`config.mk`:
```
export PLATFORM = sky130hd
export DESIGN_NAME = restoring_divider_flat
export DESIGN_NICKNAME = d
export VERILOG_FILES = /design/src/rtl/restoring_divider_pkg.sv /design/src/rtl/restoring_divider_if.sv /design/src/rtl/counter_3bits.sv /design/src/rtl/restoring_divider_cu.sv /design/src/rtl/restoring_divider.sv /design/src/flat_wrapper.sv
export SDC_FILE = /design/constraint.sdc
export NUM_CORES = 1
export LEC_CHECK = 0
export ABC_AREA = 1
export CORE_ASPECT_RATIO = 1.5
export CORE_MARGIN = 2
export CORE_UTILIZATION = 60
export DETAILED_ROUTE_END_ITERATION = 8
export PLACE_DENSITY = 0.83
export SETUP_SLACK_MARGIN = 0.4
export SYNTH_ARGS = -nofsm -noshare
export SYNTH_HDL_FRONTEND = slang
export SYNTH_SLANG_ARGS = --single-unit
```
`constraint.sdc`:
```
create_clock -name clk -period 3.9 [get_ports clk]
set_input_delay 0.78 -clock clk [delete_from_list [all_inputs] [get_ports clk]]
set_output_delay 0.78 -clock clk [all_outputs]
set_load 0.01 [all_outputs]
```
`src/rtl/restoring_divider_pkg.sv`:
```
// Shared types and constants for the sequential restoring divider.
package restoring_divider_pkg;

    // Operand and result width (divisor, quotient, remainder).
    localparam int DIV_W = 8;

    // One quotient bit is resolved per SHIFT/SUB pair.
    localparam int DIV_ITER = 8;

    // Cycles from the edge that samples enable to the first cycle with done=1.
    localparam int DIV_LATENCY     = 23;
    localparam int DIV_OVF_LATENCY = 5;

    typedef enum logic [3:0] {
        IDLE   = 4'd0,
        LOAD_M = 4'd1,
        LOAD_A = 4'd2,
        LOAD_Q = 4'd3,
        CHECK  = 4'd4,
        SHIFT  = 4'd5,
        SUB    = 4'd6,
        OUT_R  = 4'd7,
        OUT_Q  = 4'd8,
        DONE   = 4'd9
    } div_state_t;

endpackage

```
`src/rtl/restoring_divider_if.sv`:
```
// Handshake and multiplexed operand/result buses of the divider.
interface div_if;
    import restoring_divider_pkg::*;

    logic             enable;
    logic [DIV_W-1:0] inbus;
    logic             done;
    logic             ovf;
    logic [DIV_W-1:0] outbus;

    // The requester drives operands and the start request.
    modport master (
        output enable,
        output inbus,
        input  done,
        input  ovf,
        input  outbus
    );

    // The divider consumes operands and returns results.
    modport slave (
        input  enable,
        input  inbus,
        output done,
        output ovf,
        output outbus
    );

endinterface

```
`src/rtl/counter_3bits.sv`:
```
// 3-bit up counter with synchronous clear; wraps 7 -> 0.
module counter_3bits (
    input  logic       clk,
    input  logic       rst_n,
    input  logic       clr_i,
    input  logic       inc_i,
    output logic [2:0] cnt_o
);

    logic [2:0] cnt_q;
    logic [2:0] cnt_d;

    // Clear has priority over increment.
    always_comb begin
        cnt_d = cnt_q;
        if (clr_i) begin
            cnt_d = 3'd0;
        end else if (inc_i) begin
            cnt_d = cnt_q + 3'd1;
        end
    end

    // Count register.
    always_ff @(posedge clk or negedge rst_n) begin
        if (!rst_n) begin
            cnt_q <= 3'd0;
        end else begin
            cnt_q <= cnt_d;
        end
    end

    assign cnt_o = cnt_q;

endmodule

```
`src/rtl/restoring_divider_cu.sv`:
```
// Control unit of the divider: next-state decode and datapath enables.
module div_cu
    import restoring_divider_pkg::*;
(
    input  div_state_t state_i,
    input  logic       enable_i,
    input  logic       a_ge_m_i,
    input  logic       cnt_last_i,
    input  logic       sub_neg_i,
    output div_state_t state_d_o,
    output logic       ld_m_o,
    output logic       ld_a_o,
    output logic       ld_q_o,
    output logic       shift_o,
    output logic       sub_wr_o,
    output logic       q_wr_o,
    output logic       q_bit_o,
    output logic       cnt_clr_o,
    output logic       cnt_inc_o,
    output logic       ovf_set_o,
    output logic       ovf_clr_o,
    output logic       sel_r_o,
    output logic       sel_q_o,
    output logic       done_o
);

    // Next state and one-cycle enables, all defaulted to idle behaviour.
    always_comb begin
        state_d_o = state_i;
        ld_m_o    = 1'b0;
        ld_a_o    = 1'b0;
        ld_q_o    = 1'b0;
        shift_o   = 1'b0;
        sub_wr_o  = 1'b0;
        q_wr_o    = 1'b0;
        q_bit_o   = 1'b0;
        cnt_clr_o = 1'b0;
        cnt_inc_o = 1'b0;
        ovf_set_o = 1'b0;
        ovf_clr_o = 1'b0;
        sel_r_o   = 1'b0;
        sel_q_o   = 1'b0;
        done_o    = 1'b0;
        case (state_i)
            IDLE: begin
                if (enable_i) state_d_o = LOAD_M;
            end
            LOAD_M: begin
                ld_m_o    = 1'b1;
                ovf_clr_o = 1'b1;
                cnt_clr_o = 1'b1;
                state_d_o = LOAD_A;
            end
            LOAD_A: begin
                ld_a_o    = 1'b1;
                state_d_o = LOAD_Q;
            end
            LOAD_Q: begin
                ld_q_o    = 1'b1;
                state_d_o = CHECK;
            end
            CHECK: begin
                // A high byte not below the divisor means the quotient
                // cannot fit 8 bits; this also catches a zero divisor.
                if (a_ge_m_i) begin
                    ovf_set_o = 1'b1;
                    state_d_o = DONE;
                end else begin
                    state_d_o = SHIFT;
                end
            end
            SHIFT: begin
                shift_o   = 1'b1;
                state_d_o = SUB;
            end
            SUB: begin
                sub_wr_o  = !sub_neg_i;
                q_wr_o    = 1'b1;
                q_bit_o   = !sub_neg_i;
                cnt_inc_o = 1'b1;
                state_d_o = cnt_last_i ? OUT_R : SHIFT;
            end
            OUT_R: begin
                sel_r_o   = 1'b1;
                state_d_o = OUT_Q;
            end
            OUT_Q: begin
                sel_q_o   = 1'b1;
                state_d_o = DONE;
            end
            DONE: begin
                done_o = 1'b1;
                if (!enable_i) state_d_o = IDLE;
            end
            default: begin
                state_d_o = IDLE;
            end
        endcase
    end

endmodule

```
`src/rtl/restoring_divider.sv`:
```
// Sequential unsigned restoring divider: 16-bit dividend / 8-bit divisor,
// operands in over a multiplexed byte bus, remainder then quotient out.
module restoring_divider
    import restoring_divider_pkg::*;
(
    input  logic clk,
    input  logic rst_n,
    div_if.slave bus
);

    div_state_t       state_q;
    div_state_t       state_d;

    logic [DIV_W-1:0] m_q;
    logic [DIV_W-1:0] a_q;
    logic [DIV_W-1:0] q_q;
    logic             f_q;
    logic             ovf_q;

    logic [2:0]       cnt;
    logic             cnt_last;
    logic             a_ge_m;

    logic             sub_borrow;
    logic [DIV_W:0]   sub_d;
    logic             sub_neg;

    logic ld_m, ld_a, ld_q, shift_en, sub_wr, q_wr, q_bit;
    logic cnt_clr, cnt_inc, ovf_set, ovf_clr, sel_r, sel_q, done_w;

    assign cnt_last = (cnt == 3'(DIV_ITER - 1));
    assign a_ge_m   = (a_q >= m_q);

    // 9-bit trial subtraction {F,A} - M with an extra borrow bit. When no
    // borrow occurs the difference is below M, so bit 8 can only be set
    // alongside a borrow; either one marks the trial as negative.
    assign {sub_borrow, sub_d} = {1'b0, f_q, a_q} - {2'b00, m_q};
    assign sub_neg = sub_borrow | sub_d[DIV_W];

    div_cu u_cu (
        .state_i    (state_q),
        .enable_i   (bus.enable),
        .a_ge_m_i   (a_ge_m),
        .cnt_last_i (cnt_last),
        .sub_neg_i  (sub_neg),
        .state_d_o  (state_d),
        .ld_m_o     (ld_m),
        .ld_a_o     (ld_a),
        .ld_q_o     (ld_q),
        .shift_o    (shift_en),
        .sub_wr_o   (sub_wr),
        .q_wr_o     (q_wr),
        .q_bit_o    (q_bit),
        .cnt_clr_o  (cnt_clr),
        .cnt_inc_o  (cnt_inc),
        .ovf_set_o  (ovf_set),
        .ovf_clr_o  (ovf_clr),
        .sel_r_o    (sel_r),
        .sel_q_o    (sel_q),
        .done_o     (done_w)
    );

    counter_3bits u_cnt (
        .clk   (clk),
        .rst_n (rst_n),
        .clr_i (cnt_clr),
        .inc_i (cnt_inc),
        .cnt_o (cnt)
    );

    // FSM state register.
    always_ff @(posedge clk or negedge rst_n) begin
        if (!rst_n) begin
            state_q <= IDLE;
        end else begin
            state_q <= state_d;
        end
    end

    // Datapath registers: operand loads, 17-bit shift, conditional restore.
    always_ff @(posedge clk or negedge rst_n) begin
        if (!rst_n) begin
            m_q   <= '0;
            a_q   <= '0;
            q_q   <= '0;
            f_q   <= 1'b0;
            ovf_q <= 1'b0;
        end else begin
            if (ld_m) m_q <= bus.inbus;

            if (ld_a) begin
                a_q <= bus.inbus;
            end else if (shift_en) begin
                a_q <= {a_q[DIV_W-2:0], q_q[DIV_W-1]};
            end else if (sub_wr) begin
                a_q <= sub_d[DIV_W-1:0];
            end

            if (ld_q) begin
                q_q <= bus.inbus;
            end else if (shift_en) begin
                q_q <= {q_q[DIV_W-2:0], 1'b0};
            end else if (q_wr) begin
                q_q[0] <= q_bit;
            end

            if (shift_en) f_q <= a_q[DIV_W-1];

            if (ovf_clr) begin
                ovf_q <= 1'b0;
            end else if (ovf_set) begin
                ovf_q <= 1'b1;
            end
        end
    end

    assign bus.done   = done_w;
    assign bus.ovf    = ovf_q;
    assign bus.outbus = sel_r ? a_q : (sel_q ? q_q : '0);

endmodule

```
`src/flat_wrapper.sv`:
```
// flat-port wrapper written by rule: the top's interface ports become plain ports
module restoring_divider_flat import restoring_divider_pkg::*;
  (clk, rst_n, bus_enable, bus_inbus, bus_done, bus_ovf, bus_outbus);
  div_if bus_i ();
  input  logic clk;
  input  logic rst_n;
  input wire logic [$bits(bus_i.enable)-1:0] bus_enable;
  input wire logic [$bits(bus_i.inbus)-1:0] bus_inbus;
  output wire logic [$bits(bus_i.done)-1:0] bus_done;
  output wire logic [$bits(bus_i.ovf)-1:0] bus_ovf;
  output wire logic [$bits(bus_i.outbus)-1:0] bus_outbus;
  assign bus_i.enable = bus_enable;
  assign bus_i.inbus = bus_inbus;
  assign bus_done = bus_i.done;
  assign bus_ovf = bus_i.ovf;
  assign bus_outbus = bus_i.outbus;
  restoring_divider u_core (.clk(clk), .rst_n(rst_n), .bus(bus_i));
endmodule
```
## Word-level counts from Yosys, hierarchy flattened

Index checks and enable logic that the tools add are counted.

- Input bits: 11
- Output and inout port bits: 10
- Logic and storage cells: 61
- Register bits: 33

- Muxes and demuxes: 29
- $add $sub $neg: 2
- Magnitude comparators: 1
- Equal/unequal tests: 12
- Reduce and logical (&&, ||, !) cells: 8
- Bitwise logic cells: 1

Operators with widths:

| cell | count |
|---|---|
| $mux W8 | 6 |
| $pmux W4 S10 | 1 |
| $eq A4 B3 Y1 const B | 4 |
| $mux W1 | 15 |
| $mux W4 | 3 |
| $sub A9 B8 Y10 | 1 |
| $eq A4 B2 Y1 const B | 2 |
| $eq A4 B4 Y1 const B | 2 |
| $ge A8 B8 Y1 | 1 |
| $mux W7 | 1 |
| $mux W3 | 2 |
| $reduce_bool A2 Y1 | 3 |
| $reduce_bool A3 Y1 | 2 |
| $eq A4 B1 Y1 const B | 1 |
| $logic_not A4 Y1 | 1 |
| $ne A2 B2 Y1 const B | 2 |
| $add A3 B1 Y3 const B | 1 |
| $eq A3 B3 Y1 const B | 1 |
| $mux W2 | 1 |
| $reduce_and A2 Y1 | 1 |
| $logic_not A1 Y1 | 1 |
| $or A1 B1 Y1 | 1 |

## Logic depth before layout (Yosys ltp)

Gate-level depths: netlist (run 1).

- Word-level depth: 7
- Depth in mapped cells: 14
- Mapped depth without buffers: 14

## By module

Synthesis (run 1) repeated with hierarchy kept, for this count alone.

- Cells, all modules: 304
- Area total of the unflattened synthesis: 2169.6 sq um

Modules (own cells, without submodules):

| module | area an instance (sq um) | cells each | instances |
|---|---|---|---|
| restoring_divider | 1796.7 | 240 | 1 |
| div_cu | 230.2 | 47 | 1 |
| counter_3bits | 142.6 | 17 | 1 |

## Worst setup path after synthesis (run 1)

Ideal clock, no wire load.

- Path kind: register to output
- From: register u_core.state_q[0]
- To: output bus_outbus[3]
- Cell stages (with the launch flop): 4
- Data arrival time: 1.154 ns
- Path slack: 1.966 ns
- Required time: 3.120 ns
- Buffers on the path: 0
- Cell sequence: dfrtp_1 > nor2_1 > nand2_1 > o21ai_0

- Longest elaborated chain between the ends: 4

Ends and longest elaborated chain:

| what | RTL line | source |
|---|---|---|
| start, declared | restoring_divider.sv:11 | `div_state_t state_q;` |
| start signal, assigned | restoring_divider.sv:76 | `state_q <= state_d;` |
| $eq A4 B4 Y1 | restoring_divider_cu.sv:44 | `case (state_i)` |
| $mux W1 | restoring_divider_cu.sv:44 |  |
| $mux W8 | restoring_divider.sv:119 | `assign bus.outbus = sel_r ? a_q : (sel_q ? q_q : '0);` |
| $mux W8 * | restoring_divider.sv:119 |  |
| end, declared | flat_wrapper.sv:11 | `output wire logic [$bits(bus_i.outbus)-1:0] bus_outbus;` |

Mark *: on every way between the ends. The rest lies on a longest branch, timed or not.

## Worst setup path in the final report (run 1)

- From: register u_core.state_q[0]
- To: output bus_outbus[6]

Same word-level chain as after synthesis.

==> results of run 1 <==
## flip-flops by register name, summed over array words and instances, names as in the netlist
signal / flops
u_core.state_q: 4
u_core.u_cnt.cnt_o: 3
u_core.bus.ovf: 1
u_core.f_q: 1
u_core.m_q: 8
u_core.a_q: 8
u_core.q_q: 8
## cells in the mapped netlist
| master | number | area share (%) |
|---|---|---|
| a21oi_1 | 8 | 1.8 |
| a21oi_4 | 1 | 0.72 |
| a31oi_1 | 7 | 2.0 |
| buf_2 | 3 | 0.67 |
| buf_4 | 2 | 0.67 |
| clkinv_4 | 1 | 0.39 |
| dfrtp_1 | 33 | 37 |
| fa_1 | 1 | 0.89 |
| ha_1 | 10 | 5.6 |
| inv_1 | 52 | 8.7 |
| inv_2 | 4 | 0.67 |
| nand2_1 | 95 | 16 |
| nand2_2 | 5 | 1.4 |
| nand3_1 | 25 | 5.6 |
| nand3_2 | 4 | 1.8 |
| nand4_1 | 4 | 1.1 |
| nand4_2 | 1 | 0.56 |
| nor2_1 | 12 | 2.0 |
| nor2_2 | 2 | 0.56 |
| nor2_4 | 2 | 1.0 |
| nor3_1 | 1 | 0.22 |
| o21ai_0 | 19 | 4.2 |
| o21ai_4 | 1 | 0.72 |
| o21bai_1 | 1 | 0.33 |
| o22ai_1 | 13 | 3.6 |
| o31ai_1 | 1 | 0.33 |
| or2_1 | 1 | 0.28 |
| xnor2_1 | 1 | 0.39 |
| xor2_1 | 3 | 1.2 |
## final timing paths
check | startpoint | end | slack, ps | cells past startpoint
max in group asynchronous | rst_n | u_core.m_q[0]$_DFFE_PN0P_ | 2690 | 2
max | u_core.state_q[0]$_DFFE_PN0P_ | bus_outbus[6] | 1010 | 4
min reg2reg | u_core.m_q[0]$_DFFE_PN0P_ | u_core.m_q[0]$_DFFE_PN0P_ | 500 | 2
max reg2reg | u_core.a_q[0]$_DFFE_PN0P_ | u_core.a_q[4]$_DFFE_PN0P_ | 1770 | 11
min in group asynchronous | rst_n | u_core.a_q[2]$_DFFE_PN0P_ | 900 | 2
min | u_core.m_q[0]$_DFFE_PN0P_ | u_core.m_q[0]$_DFFE_PN0P_ | 500 | 2
## where the power goes
part	total, mW	switching (mW)	internal, mW	leakage, nW
clock	0.254	0.115	0.140	0.0443
combinational	1.60	1.03	0.575	0.913
sequential	0.603	0.103	0.500	0.405
total	2.46	1.24	1.21	1.36
## cells in the final DEF (no fill, tap or decap), drive strengths merged
cell / count
xnor2: 1
inv: 56
buf: 1
fa: 1
nand2: 100
clkdlybuf4s50: 20
o31ai: 1
ha: 10
nor3: 1
dfrtp: 33
nor2: 16
or2: 1
a21oi: 9
clkinv: 1
o21ai: 20
o22ai: 13
xor2: 3
nand3: 29
o21bai: 1
clkbuf: 7
nand4: 5
a31oi: 7
## cells by family after synthesis
| group | count (synthesis) |
|---|---|
| and+or+nand+nor | 152 |
| buffers and inverters | 62 |
| AOI/OAI and AO/OA | 51 |
| DFF | 33 |
| adders and majority gates | 11 |
| xor gates and xnor gates | 4 |
## routing by layer
layer	part of all wire, %	global-route usage [%]	vias to the layer above
met1	40	36.3	997
met5	0	0	-
li1	-	-	1050
met3	5.2	5.08	8
met2	53	49.9	61
met4	1.7	11.3	0
## worst min-delay path: stages (launching register included)
cell     delay [ps]
dfrtp_1         350
nand2_1          60
nand2_1          50
## cell type report
type	count	area share [%]
timing repair buffer	21	8.11
tap	43	2.10
sequential	33	32.2
inverter	57	8.54
multi-input combinational	218	45.7
clock buffer	7	3.37
## per-stage QoR
stage                     hold WS (ps)  worst slack (ps)
final                              501              1010
after global routing               523               818
after CTS                          489              1030
after detailed placement           474              1340
after global placement             460              1370
after floorplan                    446              1970
==> results.md, run 1 <==
- Root buf cell: clkbuf_8
- Area after DPL: roughly 2500 µm²
- Reg area: 826 µm²
- Synthesized Nets: 335
- Fillers: 295
- DRT iter0 DRCs: about 120
- WL/cell: about 14 µm
- Cell count after placement: 372
- Initial Utilization: about 62%
- Core Util, Final: a little under three quarters
- Critical path's slowest cell: clkdlybuf4s50_1
- Final Critical Period: approximately 2900 ps
- Clk_lat worst skew: ~290 ps
- Rows: 27
- Multi-input gate area: 1170 µm²
- Simple-gate area share of the yosys netlist: a little under a third
- CP required: 3120 ps
- Status: finished, final reports clean
- Slew HR: around 53%
- Tot Pwr: roughly 2.5 mW
- GRT overflow: 0
- H-Tree Depth: 2
- Post CTS Setup Buffer Count: 0
- Unique masters post-synth: 29
- Clk sinks: 33
- Share of cells above drive strength 1: under 10%
- Mux share of post-synthesis cell area: 0%
- Largest net degree at the start of global routing: 34
- Final instance area: around 2600 µm²
- Synth Area in Adders: about 6.5%
- Count of final hold-check violations: 0
- Worst-margin pin slew: 706 ps
- CP arrival: approximately 2100 ps
- Die Wd: approximately 54 µm
- Avg Cell Area, Syn: 7.17 µm²
- Routed via count: roughly 2100
- Post-Synth XOR/XNOR Area: about 1.6%
- Clk slew on worst S/H paths: around 60 ps
- CTS resizes: 0
- Cell Chain, Critical Path: nor2_1 -> nand2_1 -> o22ai_1 -> clkdlybuf4s50_1
- Nets: 358
- Maximum vdd drop: 757 µV
- Fin Setup TNS: 0 ps
- Sequential element share of the synthesized area: 36.8%
- PwrDens: around 960 nW/µm²
- Unrepaired setup endpoints after global routing: no
- Period Utilization, post-route: around three quarters
- Crit-path max cell delay: 570 ps
- Max-Cap Viols: 0
- Final WL: about 5400 µm
- Core area: roughly 3600 µm²
- Maximum fanout along the worst path: 8
- CP Class: reg2out
- Mapped Area: between 2000 and 2500 µm²
- Post-cts hold buffer count: 0
- Full die area: 4260 µm²
- Max Fclk: 347 MHz
- First-pass DRT Iterations: 5
- Gr usage total: between 20 and 30%
- Worst setup EP type: output pin
- I/O Buffers: 20
- Gpl congestion: around 0.85
- Wire length of the first global-routing pass: between 9000 and 10000 µm
- Post-synthesis compound-gate area fraction: a little over an eighth
- Final setup vio count: 0
- Cell count after synthesis: about 310
- Hold/Removal Path Class: reg2reg
- DRC viols: 0
- Crit start category: flip-flop
- Non-filler instance count after layout: about 380
- CTS tree: built
- Initial antenna violation count: 0
- Post-DP HPWL: approximately 4100 µm
- Final ANT Viol Nets: 0
- Crit path max-delay family: simple AND/OR/NAND/NOR gates
- Leakage: 1.36 nW
- I/O Pins: 21
- Yosys warns: 0
- Clock Tree Buf Depth: 2
- Worst Clk Skew: about 8.7 ps
- WP buf/inv: 1
- Total CTS buffers: 5
- Seq cells post-synth: 33
- Antenna Cells: 0
- Vias in the first global route: 2002
- Vias per cell: 5.58
- Die Ht: ~79 µm
- Largest family of logic cells by synthesized area: simple AND/OR/NAND/NOR gates
- Slew Limit Fails: 0
- Area Overhead vs Synth: 14.2%
Power figures use the tool's default switching activity.
==> run 2: changes to the inputs <==
CORE_UTILIZATION = 52   (was 60)
PLACE_DENSITY = 0.76   (was 0.83)
clock period = 2.6 ns   (was 3.9 ns; I/O delays follow)
==> results.md, run 2 (synthesized netlist as in run 1, its figures left out) <==
- Vias per cell: 5.44 (-2.5%)
- Clk sinks: 33 (unchanged)
- Period Utilization, post-route: 79.3%
- CP required: 2080 ps (-1040 ps)
- Leakage: 1.46 nW (+7.1%)
- Worst-margin pin slew: 494 ps (-212 ps)
- Slew Limit Fails: 0 (unchanged)
- Gr usage total: 25.7% (-3.9 points)
- Cell count after placement: 377 (+1.3%)
- GRT overflow: 0 (unchanged)
- Stages on worst setup path: 5 (+1)
- Maximum fanout along the worst path: 8 (unchanged)
- Met3 usage: 5.08% (+0.0096 points)
- Total CTS buffers: 5 (unchanged)
- DRC viols: 0 (unchanged)
- WP buf/inv: 2 (+1)
- Area Overhead vs Synth: 16.8%
- Max-Cap Viols: 0 (unchanged)
- Initial antenna violation count: 0 (unchanged)
- Hold-critical path depth: 2 (unchanged)
- Fillers: 371 (+26%)
- Largest net degree at the start of global routing: 34 (unchanged)
- Max Fclk: between 400 and 500 MHz
- Hold/Removal Path Class: reg2reg
- Count of final hold-check violations: 0 (unchanged)
- Worst R2R Path Depth: 12 (+1)
- Met1 usage: 29.4% (-6.9 points)
- Final Critical Period: 2060 ps
- Share of cells above drive strength 1: 10.9% (+2.5 points)
- Die Ht: 84.5 µm (+7.0%)
- Crit path max-delay family: flip-flops
- Wire length of the first global-routing pass: 9610 µm (+4.7%)
- Die Wd: 57.6 µm (+6.9%)
- First-pass DRT Iterations: 4 (-1)
- CTS tree: built
- Multi-input gate area: 1210 µm² (+3.1%)
- Status: finished, final reports clean
- I/O Pins: 21 (unchanged)
- Final setup vio count: 0 (unchanged)
- Unrepaired setup endpoints after global routing: no
- Clk_lat worst skew: 290 ps (about the same)
- Most frequent cells in the layout: nand2_1, inv_1, dfrtp_1
- Nets: 362 (+1.1%)
- Worst Clk Skew: 3.78 ps (-4.92 ps)
- Final ANT Viol Nets: 0 (unchanged)
- Critical path's slowest cell: dfrtp_1
- Root buf cell: clkbuf_8
- Met2 usage: 44.3% (-5.6 points)
- Regs by FF count: u_core.a_q (8), u_core.m_q (8), u_core.q_q (8)
- Crit start category: flip-flop
- WL/cell: 14.2 µm (+0.51%)
- Slew HR: 67.0% (+14 points)
- Antenna Cells: 0 (unchanged)
- Clock Tree Buf Depth: 2 (unchanged)
- Post-DP HPWL: 4160 µm (+2.4%)
- Maximum vdd drop: 847 µV (+12%)
- CP arrival: 1540 ps (-570 ps)
- Cell Chain, Critical Path: inv_2 -> nor2_4 -> nand2_4 -> o22ai_1 -> dlygate4sd2_1
- CP Class: reg2out
- Fin Setup TNS: 0 ps (unchanged)
- GR peak layer: met2
- Full die area: 4870 µm² (+14%)
- Routed via count: 2107 (-0.43%)
- Worst hold margin: 511 ps (+9.64 ps)
- Final WL: 5500 µm (+2.6%)
- Commonest non-fill, non-tap cell in the layout: nand2_1
- I/O Buffers: 20 (unchanged)
- Non-filler instance count after layout: 387 (+2.1%)
- DRT iter0 DRCs: 77 (-36%)
- Initial Utilization: 53.8% (-8.3 points)
- H-Tree Depth: 2 (unchanged)
- Vias in the first global route: 2126 (+6.2%)
- PwrDens: 1430 nW/µm² (+49%)
- Gpl congestion: 0.896 (+4.9%)
- Rows: 29 (+7.4%)
- Crit-path max cell delay: 410 ps (-160 ps)
- Core area: 4170 µm² (+15%)
- Reg area: 826 µm² (unchanged)
- Clk slew on worst S/H paths: 60 ps (about the same)
- Worst setup EP type: output pin
## run 2: cell types whose count changed in the layout (fill, tap and decap cells not counted), sizes merged
cell / previous run / this run
dlymetal6s2s: 0 / 2
dlygate4sd2: 0 / 7
clkdlybuf4s50: 20 / 11
buf: 1 / 5
clkbuf: 7 / 8
## run 2: cell type report
class	instances	area share, %
inverter	57	8.35
clock buffer	8	3.05
timing repair buffer	25	8.92
multi-input combinational	218	46.0
tap	46	2.19
sequential	33	31.5
## run 2: path summary, 6_finish.rpt
| check | slack [ps] | startpoint | to |
|---|---|---|---|
| worst max-delay path | 540 | u_core.state_q[2]$_DFFE_PN0P_ | bus_outbus[2] |
| worst min-delay path | 510 | u_core.q_q[0]$_DFFE_PN0P_ | u_core.q_q[0]$_DFFE_PN0P_ |
| worst max register to register | 540 | u_core.a_q[0]$_DFFE_PN0P_ | u_core.a_q[3]$_DFFE_PN0P_ |
| worst min register to register | 510 | u_core.q_q[0]$_DFFE_PN0P_ | u_core.q_q[0]$_DFFE_PN0P_ |
| max in group asynchronous | 1670 | rst_n | u_core.m_q[5]$_DFFE_PN0P_ |
| min in group asynchronous | 630 | rst_n | u_core.q_q[2]$_DFFE_PN0P_ |
## run 2: worst min-delay path, stage by stage, from the launching register on
cell and delay (ps):
dfrtp_1 350, nand2_1 50, nand3_1 70
## run 2: power breakdown
part	internal, mW	total (mW)	switching, mW
registers	0.750	0.912	0.162
logic	0.896	2.46	1.56
clock network	0.190	0.374	0.184
## run 2: routing by layer
layer,routed length (µm),vias to the layer above,share of wire [%]
li1,-,1064,-
met1,2220,970,40
met2,2900,56,53
met3,216,17,3.9
met4,158,0,2.9
met5,0,-,0
## run 2: stage by stage
step	power (mW)	util, %	area, µm²	setup slack (ps)
3_5_place_dp	3.29	59.8	2490	416
5_1_grt	4.17	62.8	2620	394
4_1_cts	3.71	62.5	2610	298
6_report	3.75	62.8	2620	539
2_1_floorplan	2.74	-	2240	782
3_3_place_gp	3.24	59.8	2490	457
## run 2: timing repair
action,4_1_cts,5_1_grt
setup buffers,2,0
pin swaps,1,1
hold buffers,0,0
endpoints found under the setup margin,8,10
gates resized for setup,14,5
==> run 3: changes to the inputs <==
CORE_UTILIZATION = 57   (was 52)
PLACE_DENSITY = 0.79   (was 0.76)
clock period = 2.05 ns   (was 2.6 ns; I/O delays follow)
==> results.md, run 3 (synthesized netlist as in run 1, its figures left out) <==
- Initial antenna violation count: 0 (unchanged)
- Slew Limit Fails: 0 (unchanged)
- WL/cell: 16.8 µm (+18%)
- Period Utilization, post-route: 96.0%
- Vias per cell: 5.84 (+7.3%)
- WP buf/inv: 1 (-1)
- Root buf cell: clkbuf_8
- WHS Endpoint: u_core.u_cnt.cnt_o[1]$_DFFE_PN0P_
- Antenna Cells: 0 (unchanged)
- Critical path's slowest cell: dfrtp_1
- Core Util, Final: 81.8% (+19 points)
- Cell Chain, Critical Path: ha_4 -> fa_2 -> inv_2 -> nand2_2 -> nand2_2 -> nand3_4 -> nand3_4 -> nand2_4 -> o21ai_4 -> nand2_1 -> nand2_1
- Clk slew on worst S/H paths: 70 ps (about the same)
- Worst hold start: u_core.u_cnt.cnt_o[1]$_DFFE_PN0P_
- Final WL: 6890 µm (+25%)
- Post-cts hold buffer count: 0 (unchanged)
- Leakage: 1.59 nW (+8.8%)
- Initial Utilization: 60.4% (+6.6 points)
- I/O Pins: 21 (unchanged)
- Regs by FF count: u_core.a_q (8), u_core.m_q (8), u_core.q_q (8)
- Crit-path max cell delay: 430 ps (+20 ps)
- Place WS: 54.6 ps (-362 ps)
- First-pass DRT Iterations: 5 (+1)
- Commonest non-fill, non-tap cell in the layout: nand2_1
- Unrepaired setup endpoints after global routing: yes
- Wire length of the first global-routing pass: 10300 µm (+6.7%)
- Status: finished, final reports clean
- Gpl congestion: 0.899 (+0.44%)
- Slew HR: 71.0% (+4.0 points)
- Maximum vdd drop: 1260 µV (+49%)
- Largest net degree at the start of global routing: 34 (unchanged)
- Count of final hold-check violations: 0 (unchanged)
- Worst R2R Path Depth: 11 (-1)
- Vias in the first global route: 2280 (+7.2%)
- Max-Cap Viols: 0 (unchanged)
- Clk sinks: 33 (unchanged)
- Worst Clk Skew: 3.08 ps (-0.705 ps)
- DRC viols: 0 (unchanged)
- Worst-margin pin slew: 435 ps (-58.8 ps)
- Max Fclk: a little over 500 MHz
- Full die area: 4470 µm² (-8.3%)
- Rows: 27 (-6.9%)
- Post-route setup slack: 81.4 ps (-457 ps)
- Hold-critical path depth: 2 (unchanged)
- H-Tree Depth: 2 (unchanged)
- Area Overhead vs Synth: 35.4%
- Routed via count: 2396 (+14%)
- CTS tree: built
- CP Class: reg2reg
- GRT overflow: 0 (unchanged)
- I/O Buffers: 20 (unchanged)
- Post-DP HPWL: 4220 µm (+1.4%)
- Non-filler instance count after layout: 410 (+5.9%)
- Reg-to-Reg Start: u_core.m_q[0]$_DFFE_PN0P_
- DRT iter0 DRCs: 174 (+130%)
- Final Critical Period: 1970 ps
- R2R setup slack: 80 ps (-460 ps)
- Crit path max-delay family: simple AND/OR/NAND/NOR gates
- Share of cells above drive strength 1: 27.8% (+17 points)
- Die Wd: 55.2 µm (-4.2%)
- Clock Tree Buf Depth: 2 (unchanged)
- CP arrival: 2190 ps (+650 ps)
- Cell count after placement: 382 (+1.3%)
- Core area: 3720 µm² (-11%)
- Nets: 388 (+7.2%)
- Fin Setup TNS: 0 ps (unchanged)
- Maximum fanout along the worst path: 8 (unchanged)
- Die Ht: 80.9 µm (-4.3%)
- Crit start category: flip-flop
- Most frequent cells in the layout: nand2_1, inv_1, dfrtp_1
- PwrDens: 1910 nW/µm² (+34%)
- Clk_lat worst skew: 290 ps (about the same)
- Gr usage total: 29.4% (+3.7 points)
- CP required: 2280 ps (+200 ps)
- Total CTS buffers: 5 (unchanged)
- Worst setup EP type: flip-flop
- Final setup vio count: 0 (unchanged)
- Worst r2r dst: u_core.a_q[4]$_DFFE_PN0P_
- Final ANT Viol Nets: 0 (unchanged)
- Hold/Removal Path Class: reg2reg
run 3: routing by layer:
layer	wire length (µm)	up-vias	share of wire [%]	GRT usage (%)
met4	286	0	4.2	16.1
li1	-	1119	-	-
met1	2670	1148	39	32.5
met5	0	-	0	0
met2	3650	97	53	54.3
met3	280	32	4.1	3.82
run 3: worst min-delay path, cell delays in order (launching register included):
cell and delay (ps):
dfrtp_1 360, nand3_1 70, nand2_1 60
run 3: through the flow:
stage | hold slack, ps | cell area [µm²] | total power, mW
after floorplan | 114 | 2260 | 3.51
after global placement | 484 | 2560 | 4.23
after detailed placement | 494 | 2560 | 4.30
after CTS | 511 | 2850 | 5.22
after global routing | 544 | 3040 | 6.27
final | 520 | 3040 | 5.81
run 3: final cells by class:
| cell class | count | area [µm²] |
|---|---|---|
| tap | 43 | 53.8 |
| inverter | 57 | 221 |
| clock buffer | 7 | 96.3 |
| sequential | 33 | 826 |
| timing repair buffer | 51 | 440 |
| fill | 228 | 677 |
| clock inverter | 1 | 5.00 |
| multi-input combinational | 218 | 1400 |
run 3: where the power goes:
part	internal, mW	switching (mW)	total [mW]
clock network	0.303	0.240	0.543
registers	0.950	0.244	1.19
logic	1.65	2.42	4.07
run 3: what timing repair did:
item / in CTS / in global routing
endpoints found under the setup margin: 21 / 31
buffers inserted: 14 / 6
pin swaps: 17 / 14
gates resized for setup: 65 / 28
run 3: how the worst max path moves through the flow:
stage | startpoint | to | slack [ps] | depth (start not counted)
6_report | u_core.m_q[0]$_DFFE_PN0P_ | u_core.a_q[4]$_DFFE_PN0P_ | 80 | 11
5_1_grt | u_core.a_q[4]$_DFFE_PN0P_ | u_core.a_q[7]$_DFFE_PN0P_ | -2 | 9
4_1_cts | u_core.m_q[0]$_DFFE_PN0P_ | u_core.a_q[7]$_DFFE_PN0P_ | 160 | 11
3_5_place_dp | u_core.state_q[0]$_DFFE_PN0P_ | bus_outbus[6] | 50 | 4
3_3_place_gp | u_core.state_q[0]$_DFFE_PN0P_ | bus_outbus[6] | 80 | 4
2_1_floorplan | u_core.a_q[0]$_DFFE_PN0P_ | u_core.a_q[0]$_DFFE_PN0P_ | 290 | 12
